$ cat src/rtl/fetch_pkg.sv
// Shared types and constants for the instruction-fetch stage.
// State enum, FIFO entry layout, NOP encoding, default reset PC.
package fetch_pkg;

  typedef enum logic [1:0] {
    ST_IDLE,
    ST_WAIT,
    ST_DROP
  } fetch_state_e;

  typedef struct packed {
    logic [31:0] pc;
    logic [31:0] instr;
  } fetch_entry_t;

  localparam logic [31:0] NOP_INSTR = 32'h0000_0013;
  localparam logic [31:0] RESET_PC_DEFAULT = 32'h0000_0000;
  localparam int CNT_W = 3;

endpackage

$ cat src/rtl/fetch_fifo.sv
// Small instruction buffer of {pc, instr} entries; flush beats push.
// Ports: clk, rst_n, push_i, pop_i, flush_i, data_i, data_o, count_o.
module fetch_fifo
  import fetch_pkg::*;
#(
  parameter int DEPTH = 2
) (
  input  logic             clk,
  input  logic             rst_n,
  input  logic             push_i,
  input  logic             pop_i,
  input  logic             flush_i,
  input  fetch_entry_t     data_i,
  output fetch_entry_t     data_o,
  output logic [CNT_W-1:0] count_o
);

  localparam int AW = (DEPTH > 2) ? 2 : 1;
  localparam logic [AW-1:0] LAST = AW'(DEPTH - 1);
  localparam logic [CNT_W-1:0] FULL = CNT_W'(DEPTH);

  logic [AW-1:0]    rd_q, wr_q;
  logic [CNT_W-1:0] cnt_q;
  fetch_entry_t     mem_q [DEPTH];
  logic             do_push, do_pop;

  // Push at full is allowed only when the head leaves the same cycle.
  assign do_pop  = pop_i && (cnt_q != '0);
  assign do_push = push_i && ((cnt_q < FULL) || do_pop);

  function automatic logic [AW-1:0] inc(input logic [AW-1:0] p);
    return (p == LAST) ? '0 : p + 1'b1;
  endfunction

  always_ff @(posedge clk or negedge rst_n) begin
    if (!rst_n) begin
      rd_q  <= '0;
      wr_q  <= '0;
      cnt_q <= '0;
    end else if (flush_i) begin
      rd_q  <= '0;
      wr_q  <= '0;
      cnt_q <= '0;
    end else begin
      if (do_push) wr_q <= inc(wr_q);
      if (do_pop)  rd_q <= inc(rd_q);
      cnt_q <= cnt_q + {{(CNT_W-1){1'b0}}, do_push}
                     - {{(CNT_W-1){1'b0}}, do_pop};
    end
  end

  always_ff @(posedge clk or negedge rst_n) begin
    if (!rst_n) begin
      for (int i = 0; i < DEPTH; i++) mem_q[i] <= '0;
    end else if (do_push && !flush_i) begin
      mem_q[wr_q] <= data_i;
    end
  end

  assign data_o  = mem_q[rd_q];
  assign count_o = cnt_q;

endmodule

$ cat src/rtl/fetch_stage.sv
// Instruction fetch: owns the PC, issues imem req/ack reads, buffers results.
// Ports: imem_* memory side, redirect_* restart, id_* decode side.
// Optional FETCH_PERF_CNT_EN adds perf_fetch_cnt (pops since reset).
module fetch_stage
  import fetch_pkg::*;
#(
  parameter logic [31:0] RESET_PC   = RESET_PC_DEFAULT,
  parameter int          FIFO_DEPTH = 2
) (
  input  logic        clk,
  input  logic        rst_n,
  output logic        imem_req,
  output logic [31:0] imem_addr,
  input  logic        imem_ack,
  input  logic [31:0] imem_rdata,
  input  logic        redirect_valid,
  input  logic [31:0] redirect_pc,
  input  logic        id_ready,
  output logic        id_valid,
  output logic [31:0] id_instr,
  output logic [31:0] id_pc
`ifdef FETCH_PERF_CNT_EN
  ,
  output logic [31:0] perf_fetch_cnt
`endif
);

  fetch_state_e     state_q, state_d;
  logic [31:0]      pc_q, pc_d;
  logic [31:0]      addr_q, addr_d;
  logic             req_q, req_d;
  logic [CNT_W-1:0] cnt;
  fetch_entry_t     head, wdata;
  logic             push, pop, has_space;
  logic [31:0]      rpc;
  logic [3:0]       used, cap;
  logic             unused_rpc;

  assign rpc        = {redirect_pc[31:2], 2'b00};
  assign unused_rpc = ^redirect_pc[1:0];

  assign pop  = id_valid && id_ready;
  assign push = (state_q == ST_WAIT) && imem_ack && !redirect_valid;

  // space > 0  <=>  count + push < depth + pop
  assign used      = 4'(cnt) + {3'b0, push};
  assign cap       = 4'(FIFO_DEPTH) + {3'b0, pop};
  assign has_space = used < cap;

  assign wdata.pc    = pc_q;
  assign wdata.instr = imem_rdata;

  always_comb begin
    state_d = state_q;
    pc_d    = pc_q;
    addr_d  = addr_q;
    req_d   = req_q;
    unique case (state_q)
      ST_IDLE: begin
        if (redirect_valid) begin
          pc_d    = rpc;
          addr_d  = rpc;
          req_d   = 1'b1;
          state_d = ST_WAIT;
        end else if (has_space) begin
          addr_d  = pc_q;
          req_d   = 1'b1;
          state_d = ST_WAIT;
        end
      end
      ST_WAIT: begin
        if (redirect_valid) begin
          pc_d = rpc;
          if (imem_ack) addr_d = rpc;
          else          state_d = ST_DROP;
        end else if (imem_ack) begin
          pc_d = pc_q + 32'd4;
          if (has_space) begin
            addr_d = pc_q + 32'd4;
          end else begin
            req_d   = 1'b0;
            state_d = ST_IDLE;
          end
        end
      end
      ST_DROP: begin
        // Abandoned request stays on the bus until its ack arrives.
        if (redirect_valid) pc_d = rpc;
        if (imem_ack) begin
          addr_d  = redirect_valid ? rpc : pc_q;
          state_d = ST_WAIT;
        end
      end
      default: begin
        req_d   = 1'b0;
        state_d = ST_IDLE;
      end
    endcase
  end

  always_ff @(posedge clk or negedge rst_n) begin
    if (!rst_n) begin
      state_q <= ST_IDLE;
      pc_q    <= RESET_PC;
      addr_q  <= RESET_PC;
      req_q   <= 1'b0;
    end else begin
      state_q <= state_d;
      pc_q    <= pc_d;
      addr_q  <= addr_d;
      req_q   <= req_d;
    end
  end

  fetch_fifo #(
    .DEPTH(FIFO_DEPTH)
  ) u_fifo (
    .clk    (clk),
    .rst_n  (rst_n),
    .push_i (push),
    .pop_i  (pop),
    .flush_i(redirect_valid),
    .data_i (wdata),
    .data_o (head),
    .count_o(cnt)
  );

  assign imem_req  = req_q;
  assign imem_addr = addr_q;
  assign id_valid  = (cnt != '0);
  assign id_instr  = id_valid ? head.instr : NOP_INSTR;
  assign id_pc     = id_valid ? head.pc : 32'h0;

`ifdef FETCH_PERF_CNT_EN
  logic [31:0] perf_q;

  always_ff @(posedge clk or negedge rst_n) begin
    if (!rst_n)   perf_q <= '0;
    else if (pop) perf_q <= perf_q + 32'd1;
  end

  assign perf_fetch_cnt = perf_q;
`endif

endmodule

$ cat config.mk
export PLATFORM = sky130hd
export DESIGN_NAME = fetch_stage
export DESIGN_NICKNAME = d
export VERILOG_FILES = /design/src/rtl/fetch_pkg.sv /design/src/rtl/fetch_fifo.sv /design/src/rtl/fetch_stage.sv
export SDC_FILE = /design/constraint.sdc
export NUM_CORES = 1
export LEC_CHECK = 0
export CAP_MARGIN = 20
export CORE_ASPECT_RATIO = 1.1
export CORE_MARGIN = 4
export CORE_UTILIZATION = 50
export CTS_BUF_LIST = sky130_fd_sc_hd__clkbuf_8
export DETAILED_ROUTE_END_ITERATION = 6
export DONT_BUFFER_PORTS = 1
export GPL_TIMING_DRIVEN = 0
export RECOVER_POWER = 100
export SYNTH_ARGS = -nofsm -noshare
export SYNTH_HDL_FRONTEND = slang
export SYNTH_SLANG_ARGS = --single-unit
export TNS_END_PERCENT = 20
$ cat constraint.sdc
create_clock -name clk -period 5.95 [get_ports clk]
set_input_delay 0.8925 -clock clk [delete_from_list [all_inputs] [get_ports clk]]
set_output_delay 0.8925 -clock clk [all_outputs]
set_load 0.01 [all_outputs]
==> flow_summary.ini, run 1 <==
[synthesis]
yosysSeqAreaShare_pct = 47.8
synth_edf_count = 0
ys_seq_elements = 200
synth_top_area_share_pct = 47.8
yosys-top-cells-area = dfrtp_1, mux2_2, mux2i_1, nor2_1, o21ai_0
syn_area_um2 = 10500
synth_top_cell_by_area = dfrtp_1
yosysMostFrequentCell = dfrtp_1
ys.flop_type = dfrtp_1
netlist_instances = 954
synth_common_cells = dfrtp_1, mux2_2, nor2_1
async_flop_share_pct = 100
synth.avg_cell_area_um2 = 11.0
yosysUniqueCellTypes = 68
synthesis.nets = 1031
synth_warnings = 0

[timing]
grt_setup_unrepaired = no
fin_skew_ns = 0.0193
fmax_mhz = 235
min_period_over_period_pct = 71.4
maxSlewHeadroom_pct = 8.83
fin_crit_ns = 4.25
setup_viol = 0
tns_ns = 0
hold_viol = 0
drv_slew = 0
tightest_slew_ns = 1.36

[global_routing]
grt-ovfl-total = 0
antenna_found_initial = 0
grt_start_max_net_pins = 201
grt_pass1_wl_mm = 42.9
grt_pass1_vias = 7486
grt_usage_pct = 23.5

[cts]
clkTransAtPathRegs_ns = 0.10
postCtsHoldBufs = 0
htree_num_levels = 4
cts_buffers = 17
tritoncts = built
clkSinkCount = 200
post-cts-setup-buffers = 0
clk_latency_ns = 0.47
cts_resized = 0
clock-root-buffer = clkbuf_8
cts_buffer_depth = 2

[setup_path]
crit_family = simple AND/OR/NAND/NOR gates
end_kind = flop
cp_slowest_cell = nor3_1
critPathBufInv = 3
cp_max_fo = 10
critPathLaunchType = flop
cpPeakStageDelay_ns = 1.05
worst_path_most_repeated_cell = clkbuf_1
cp.required_ns = 6.30
critPathArrivalTime_ns = 4.60
rrSetupSlack_ns = 1.70
crit_chain = nor3_1, inv_1, and2_0, o21a_1, nand2b_1, clkbuf_1, clkbuf_1, mux2_2
worstSetupPathType = flop to flop

[final_layout]
nFillCells = 1920
ff_latch_area_um2 = 5000
n_antenna_cell = 0
nets = 1050
drive_above_1_share_pct = 20.0
stdcell_area_um2 = 11100
multiInputGateArea_um2 = 5020
syn2layout_area_growth_pct = 6.35

[detailed_routing]
drt-total-wl_mm = 27.6
drt_pass1_iterations = 5
avgViaCountPerCell = 6.02
routedWlPerCell_um = 22.3
drc_errors = 0
dr.first_iter.drc_count = 507
vias = 7474
ant_nets = 0

[power_and_ir_drop]
p_seq_share_pct = 41.6
p_sw_uw = 2310
clkPwrFrac_pct = 16.4
p_leak_uw = 0.00474
combPwrFrac_pct = 42.0
intPower_uw = 3390
switching_share_pct = 40.6
ir_drop_uv = 307
power_density_nw_per_um2 = 511

[flow_run]
max_cap_viol_count = 0

[floorplanning]
initial_core_util_pct = 50.9
ios = 167
core_area_um2 = 20600
die_h_um = 160
rows = 55
die_area_um2 = 23300
die_w_um = 146

[place]
port_buffers = 0
dpl_cell_area_um2 = 10800
globalplace.congestion = 0.888
dp_hpwl_mm = 19.5

[status]
status = completed

[worst_hold_path]
hold_path.class = primary input to async pin
## worst register-to-register path, delay by kind of cell, from the launching register on
kind | cells | cell delay, ns
simple gates | 3 | 1.52
buf+inv | 3 | 1.48
flops | 1 | 0.47
mux | 1 | 0.41
compound gates | 1 | 0.25
## cells by family (layout without fill, tap and decap cells)
logic type / count (synthesis) / in the layout / synth area share (%)
AOI/OAI and AO/OA: 145 / 145 / 8.72
xor gates and xnor gates: 11 / 11 / 0.920
adders and majority gates: 9 / 9 / 1.12
buffers and inverters: 94 / 126 / 3.95
DFF: 200 / 200 / 47.8
muxes: 242 / 242 / 25.0
and+or+nand+nor: 253 / 253 / 12.5
## final timing paths
kind	startpoint	to	cells past startpoint
hold reg to reg	u_fifo.mem_q[109]	u_fifo.mem_q[109]	1
min in group clk	imem_ack	state_q[1]	1
setup reg to reg	u_fifo.count_o[1]	u_fifo.mem_q[122]	8
hold / removal	rst_n	u_fifo.mem_q[26]	0
setup / recovery	u_fifo.count_o[1]	u_fifo.mem_q[122]	8
max in group asynchronous	rst_n	u_fifo.mem_q[123]	0
## power groups by stage
stage	Clock, uW	Sequential, uW	Combinational, uW
after detailed placement	0	2400	2430
after global placement	0	2380	2400
final	932	2370	2400
after CTS	954	2370	2440
after floorplan	0	2280	1910
after global routing	1010	2450	2630
## routing by layer
metal  vias up  GRT usage, %  wire length, um
met5         -             0                0
met4         0          8.04              836
met3        49          6.75             2190
met2       273          38.1            12900
met1      3679          30.3            11700
li1       3473             -                -
## cell usage in the layout, fill, tap and decap left out, drive strengths merged, types with 6 or more instances in the layout
| cell type | count |
|---|---|
| dfrtp | 200 |
| mux2 | 153 |
| nor2 | 95 |
| mux2i | 89 |
| clkbuf | 82 |
| nand2 | 39 |
| o21ai | 39 |
| a21oi | 33 |
| nand4 | 23 |
| nand3 | 21 |
| nor3 | 18 |
| inv | 17 |
| buf | 17 |
| o22ai | 12 |
| and3 | 12 |
| nor2b | 9 |
| a31oi | 9 |
| nor4 | 8 |
| xnor2 | 7 |
| ha | 7 |
| o21bai | 6 |
| and2 | 6 |
## metrics by stage
step,util [%],total power [uW],cells,hold slack (ns),setup WS (ns)
6_report,54.1,5700,1242,0.105,1.70
3_5_place_dp,52.5,4840,1210,0.485,2.15
2_1_floorplan,-,4190,954,0.464,2.88
3_3_place_gp,52.5,4780,1210,0.477,2.17
4_1_cts,54.5,5770,1242,0.0751,2.40
5_1_grt,54.1,6080,1242,0.0667,1.27
## flip-flops by register name, indices dropped and copies added (netlist names)
name,count
imem_addr,32
u_fifo.mem_q,128
pc_q,32
imem_req,1
u_fifo.rd_q,1
u_fifo.wr_q,1
u_fifo.count_o,3
state_q,2
## layout make-up
class,count,share of cell area [%]
plain buffers,81,2.94
clock buffers,18,2.22
clock inverters,14,1.55
inverters,13,0.438
multi-input cells,660,45.0
flip-flops and latches,200,44.9
well taps,256,2.88
(Power assumes the default switching activity.)
==> inputs of run 2 (changes only) <==
- clock period: 5.95 -> 4.1 ns (I/O delays scaled with it)
==> flow_summary.ini, run 2 (synthesized netlist as in run 1, its figures left out) <==
[detailed_routing]
drt_pass1_iterations = 5
routedWlPerCell_um = 22.2
drt-total-wl_mm = 27.6
ant_nets = 0
vias = 7491
avgViaCountPerCell = 6.03
drc_errors = 0
dr.first_iter.drc_count = 542

[setup_path]
end_kind = flop
critPathArrivalTime_ns = 3.99
cp_max_fo = 10
cp.required_ns = 4.46
critPathLaunchType = flop
worstSetupPathType = flop to flop
reg2reg_depth = 10

[power_and_ir_drop]
power_uw = 8280
ir_drop_uv = 453
p_leak_uw = 0.00478
power_density_nw_per_um2 = 741

[final_layout]
nFillCells = 1907
nets = 1050
multiInputGateArea_um2 = 5020
final_common_cell = dfrtp_1
stdcell_area_um2 = 11200
largest_reg_flops = 128
ff_latch_area_um2 = 5000
final_cells = 1242
drive_above_1_share_pct = 21.9
regMostFlops = u_fifo.mem_q
syn2layout_area_growth_pct = 6.73
n_antenna_cell = 0
finish.utilization_pct = 54.3
final_cell_mix = dfrtp_1, mux2_2, nor2_1

[timing]
hold_slack_ns = -0.169
fmax_mhz = 276
drv_slew = 0
fin_skew_ns = 0.0199
hold_viol = 200
grt_setup_unrepaired = no
min_period_over_period_pct = 88.3
setup_viol = 0
fin_crit_ns = 3.62
maxSlewHeadroom_pct = 5.57
tightest_slew_ns = 1.41
tns_ns = 0

[status]
status = complete, but fails checks
violations = hold timing

[place]
dp_hpwl_mm = 19.5
place_inst = 1210
dpl_cell_area_um2 = 10800
globalplace.congestion = 0.888
port_buffers = 0

[global_routing]
grt-ovfl-total = 0
grt_pass1_vias = 7486
antenna_found_initial = 0
grt_pass1_wl_mm = 42.9
grt_usage_pct = 23.5
grt_start_max_net_pins = 201

[floorplanning]
die_area_um2 = 23300
die_h_um = 160
die_w_um = 146
core_area_um2 = 20600
ios = 167
rows = 55
initial_core_util_pct = 50.9

[cts]
clkTransAtPathRegs_ns = 0.11
cts_buffer_depth = 2
tritoncts = built
cts_buffers = 17
clkSinkCount = 200
htree_num_levels = 4
clk_latency_ns = 0.47
clock-root-buffer = clkbuf_8

[flow_run]
max_cap_viol_count = 0

[worst_hold_path]
hold_path.class = primary input to async pin
-- run 2: cell types whose count changed in the layout (fill, tap and decap cells not counted), sizes merged --
| cell | previous run | this run |
|---|---|---|
| buf | 17 | 33 |
| clkbuf | 82 | 66 |
-- run 2: what timing repair did --
item / CTS / global route
gates resized for setup: 0 / 0
buffers inserted: 0 / 0
endpoints found under the setup margin: 0 / 0
hold endpoints to repair: 200 / 200
-- run 2: area by class of cell --
| type | instances | area share, % |
|---|---|---|
| inverters | 13 | 0.437 |
| plain buffers | 81 | 3.26 |
| clock inverters | 14 | 1.54 |
| flip-flops and latches | 200 | 44.8 |
| well taps | 256 | 2.87 |
| multi-input cells | 660 | 44.9 |
| clock buffers | 18 | 2.22 |
-- run 2: power by group --
group	internal, uW	total [uW]	switching (uW)
registers	2840	3440	599
clock network	624	1350	722
logic	1460	3500	2030
-- run 2: worst paths after layout --
kind,from,endpoint,slack (ns)
setup / recovery,state_q[0],imem_addr[26],0.48
max in group asynchronous,rst_n,pc_q[28],3.96
hold / removal,rst_n,u_fifo.mem_q[26],-0.17
hold reg to reg,u_fifo.mem_q[109],u_fifo.mem_q[109],0.50
min in group clk,imem_ack,state_q[1],0.20
setup reg to reg,state_q[0],imem_addr[26],0.48
-- run 2: routing by layer --
layer,up-vias,wire length [um],part of all wire [%],track usage [%]
met4,0,801,2.9,8.04
met3,51,2310,8.3,6.75
met5,-,0,0,0
met1,3670,11600,42,30.3
li1,3469,-,-,-
met2,301,13000,47,38.1
-- run 2: through the flow --
step	setup slack [ns]	hold slack [ns]
6_report	0.478	-0.169
5_1_grt	0.315	-0.211
4_1_cts	0.785	-0.202
3_5_place_dp	0.580	0.327
3_3_place_gp	0.601	0.326
2_1_floorplan	1.31	0.319
-- run 2: worst max-delay path, cell delays in order (launching register included) --
cell and delay (ns):
dfrtp_1 0.33, clkbuf_1 0.33, nand2b_1 0.25, nor3_1 0.45
ha_1 0.27, ha_1 0.24, a221o_1 0.38, o21a_1 0.22
nor2_1 0.27, clkbuf_2 0.41, mux2_2 0.38
==> inputs of run 3 (changes only) <==
- CORE_MARGIN: 4 -> not set
- clock period: 4.1 -> 4.4 ns (I/O delays scaled with it)
==> flow_summary.ini, run 3 (synthesized netlist as in run 1, its figures left out) <==
[global_routing]
grt-ovfl-total = 0
grt_usage_pct = 25.9
grt_busiest_layer = met2
grt_pass1_vias = 7535
grt_start_max_net_pins = 201
grt_use_met3_pct = 6.88
grtUsageMet1_pct = 33.4
grt_pass1_wl_mm = 42.4
grtUsageMet2_pct = 41.6
antenna_found_initial = 0

[detailed_routing]
vias = 7575
avgViaCountPerCell = 6.10
drt_pass1_iterations = 5
ant_nets = 0
drt-total-wl_mm = 26.9
dr.first_iter.drc_count = 450
drc_errors = 0
routedWlPerCell_um = 21.7

[floorplanning]
core_area_um2 = 20600
die_w_um = 140
ios = 167
rows = 55
initial_core_util_pct = 50.9
die_area_um2 = 21500
die_h_um = 154

[setup_path]
r2r_end = imem_addr[9]
r2r_start = state_q[0]
cp_slowest_cell = clkbuf_1
worstSetupPathType = flop to flop
end_kind = flop
cp_max_fo = 10
reg2reg_depth = 10
critPathArrivalTime_ns = 4.09
cpPeakStageDelay_ns = 0.56
crit_chain = clkbuf_1, nand2b_1, nor3_1, ha_1, ha_1, a221o_1, o21a_1, nor2_1, clkbuf_1, mux2_2
rrSetupSlack_ns = 0.66
critPathLaunchType = flop
cp.required_ns = 4.75

[status]
violations = hold timing, capacitance limit
status = complete, but fails checks

[cts]
tritoncts = built
clk_latency_ns = 0.47
cts_resized = 0
cts_buffer_depth = 2
cts_buffers = 17
clkSinkCount = 200
post-cts-setup-buffers = 0
clock-root-buffer = clkbuf_8
htree_num_levels = 4
clkTransAtPathRegs_ns = 0.10

[power_and_ir_drop]
power_density_nw_per_um2 = 677
ir_drop_uv = 383
power_uw = 7500
p_leak_uw = 0.00472

[worst_hold_path]
hold_path.class = primary input to async pin

[final_layout]
multiInputGateArea_um2 = 5030
final_common_cell = dfrtp_1
nFillCells = 1919
syn2layout_area_growth_pct = 5.82
n_antenna_cell = 0
ff_latch_area_um2 = 5000
largest_reg_flops = 128
drive_above_1_share_pct = 20.2
nets = 1050
regMostFlops = u_fifo.mem_q
final_cell_mix = dfrtp_1, mux2_2, nor2_1

[place]
port_buffers = 0
globalplace.congestion = 0.914
dp_hpwl_mm = 19.0

[flow_run]
max_cap_viol_count = 1

[timing]
hold_slack_ns = -0.116
min_period_over_period_pct = 85.0
grt_setup_unrepaired = no
fin_crit_ns = 3.74
setup_viol = 0
tns_ns = 0
drv_slew = 0
maxSlewHeadroom_pct = 0.525
fin_skew_ns = 0.0146
tightest_slew_ns = 1.48
hold_viol = 200
fmax_mhz = 267
[run 3: changes by cell type in the layout (fill, tap and decap cells not counted), sizes merged]
| cell | previous run | this run |
|---|---|---|
| buf | 33 | 13 |
| clkbuf | 66 | 88 |
| clkinv | 4 | 6 |
| bufinv | 3 | 0 |
| inv | 17 | 16 |
[run 3: power by group]
part           internal (uW)  total, uW  switching, uW
Combinational           1350       3230           1880
Clock                    433       1070            642
Sequential              2650       3200            548
[run 3: routing by layer]
metal | vias up | part of all wire, %
li1 | 3479 | -
met1 | 3734 | 42
met2 | 293 | 47
met3 | 69 | 7.7
met4 | 0 | 3.2
met5 | - | 0
[run 3: worst max-delay path by stage]
stage | start | end | depth (start not counted)
finish | state_q[0] | imem_addr[9] | 10
global route | state_q[0] | imem_addr[9] | 10
CTS | state_q[0] | imem_addr[3] | 10
detailed placement | redirect_valid | imem_addr[26] | 9
global placement | redirect_valid | imem_addr[26] | 9
floorplan | redirect_valid | imem_addr[20] | 9
[run 3: layout make-up]
cell class / count / area share [%]
Inverter: 13 / 0.440
Sequential cell: 200 / 45.2
Buffer: 81 / 2.97
Clock buffer: 20 / 2.48
Tap cell: 256 / 2.89
Clock inverter: 12 / 0.689
Multi-Input combinational cell: 660 / 45.4
[run 3: critical path: cells and delay by family (launching register included)]
kind,cells,cell delay [ns]
flip-flops,1,0.33
AND/OR/NAND/NOR,3,0.90
buffers and inverters,2,0.86
AO/OA/AOI/OAI,2,0.61
adder cells (fa/ha/maj),2,0.51
multiplexers,1,0.40
[run 3: metrics by stage]
stage / cell area, um^2 / utilization (%) / instances / worst slack [ns] / hold WS [ns]
finish: 11100 / 53.9 / 1242 / 0.660 / -0.116
global route: 11100 / 53.9 / 1242 / 0.490 / -0.164
CTS: 11100 / 54.2 / 1242 / 1.11 / -0.153
detailed placement: 10800 / 52.5 / 1210 / 0.842 / 0.371
global placement: 10800 / 52.5 / 1210 / 0.862 / 0.371
floorplan: 10500 / - / 954 / 1.57 / 0.364
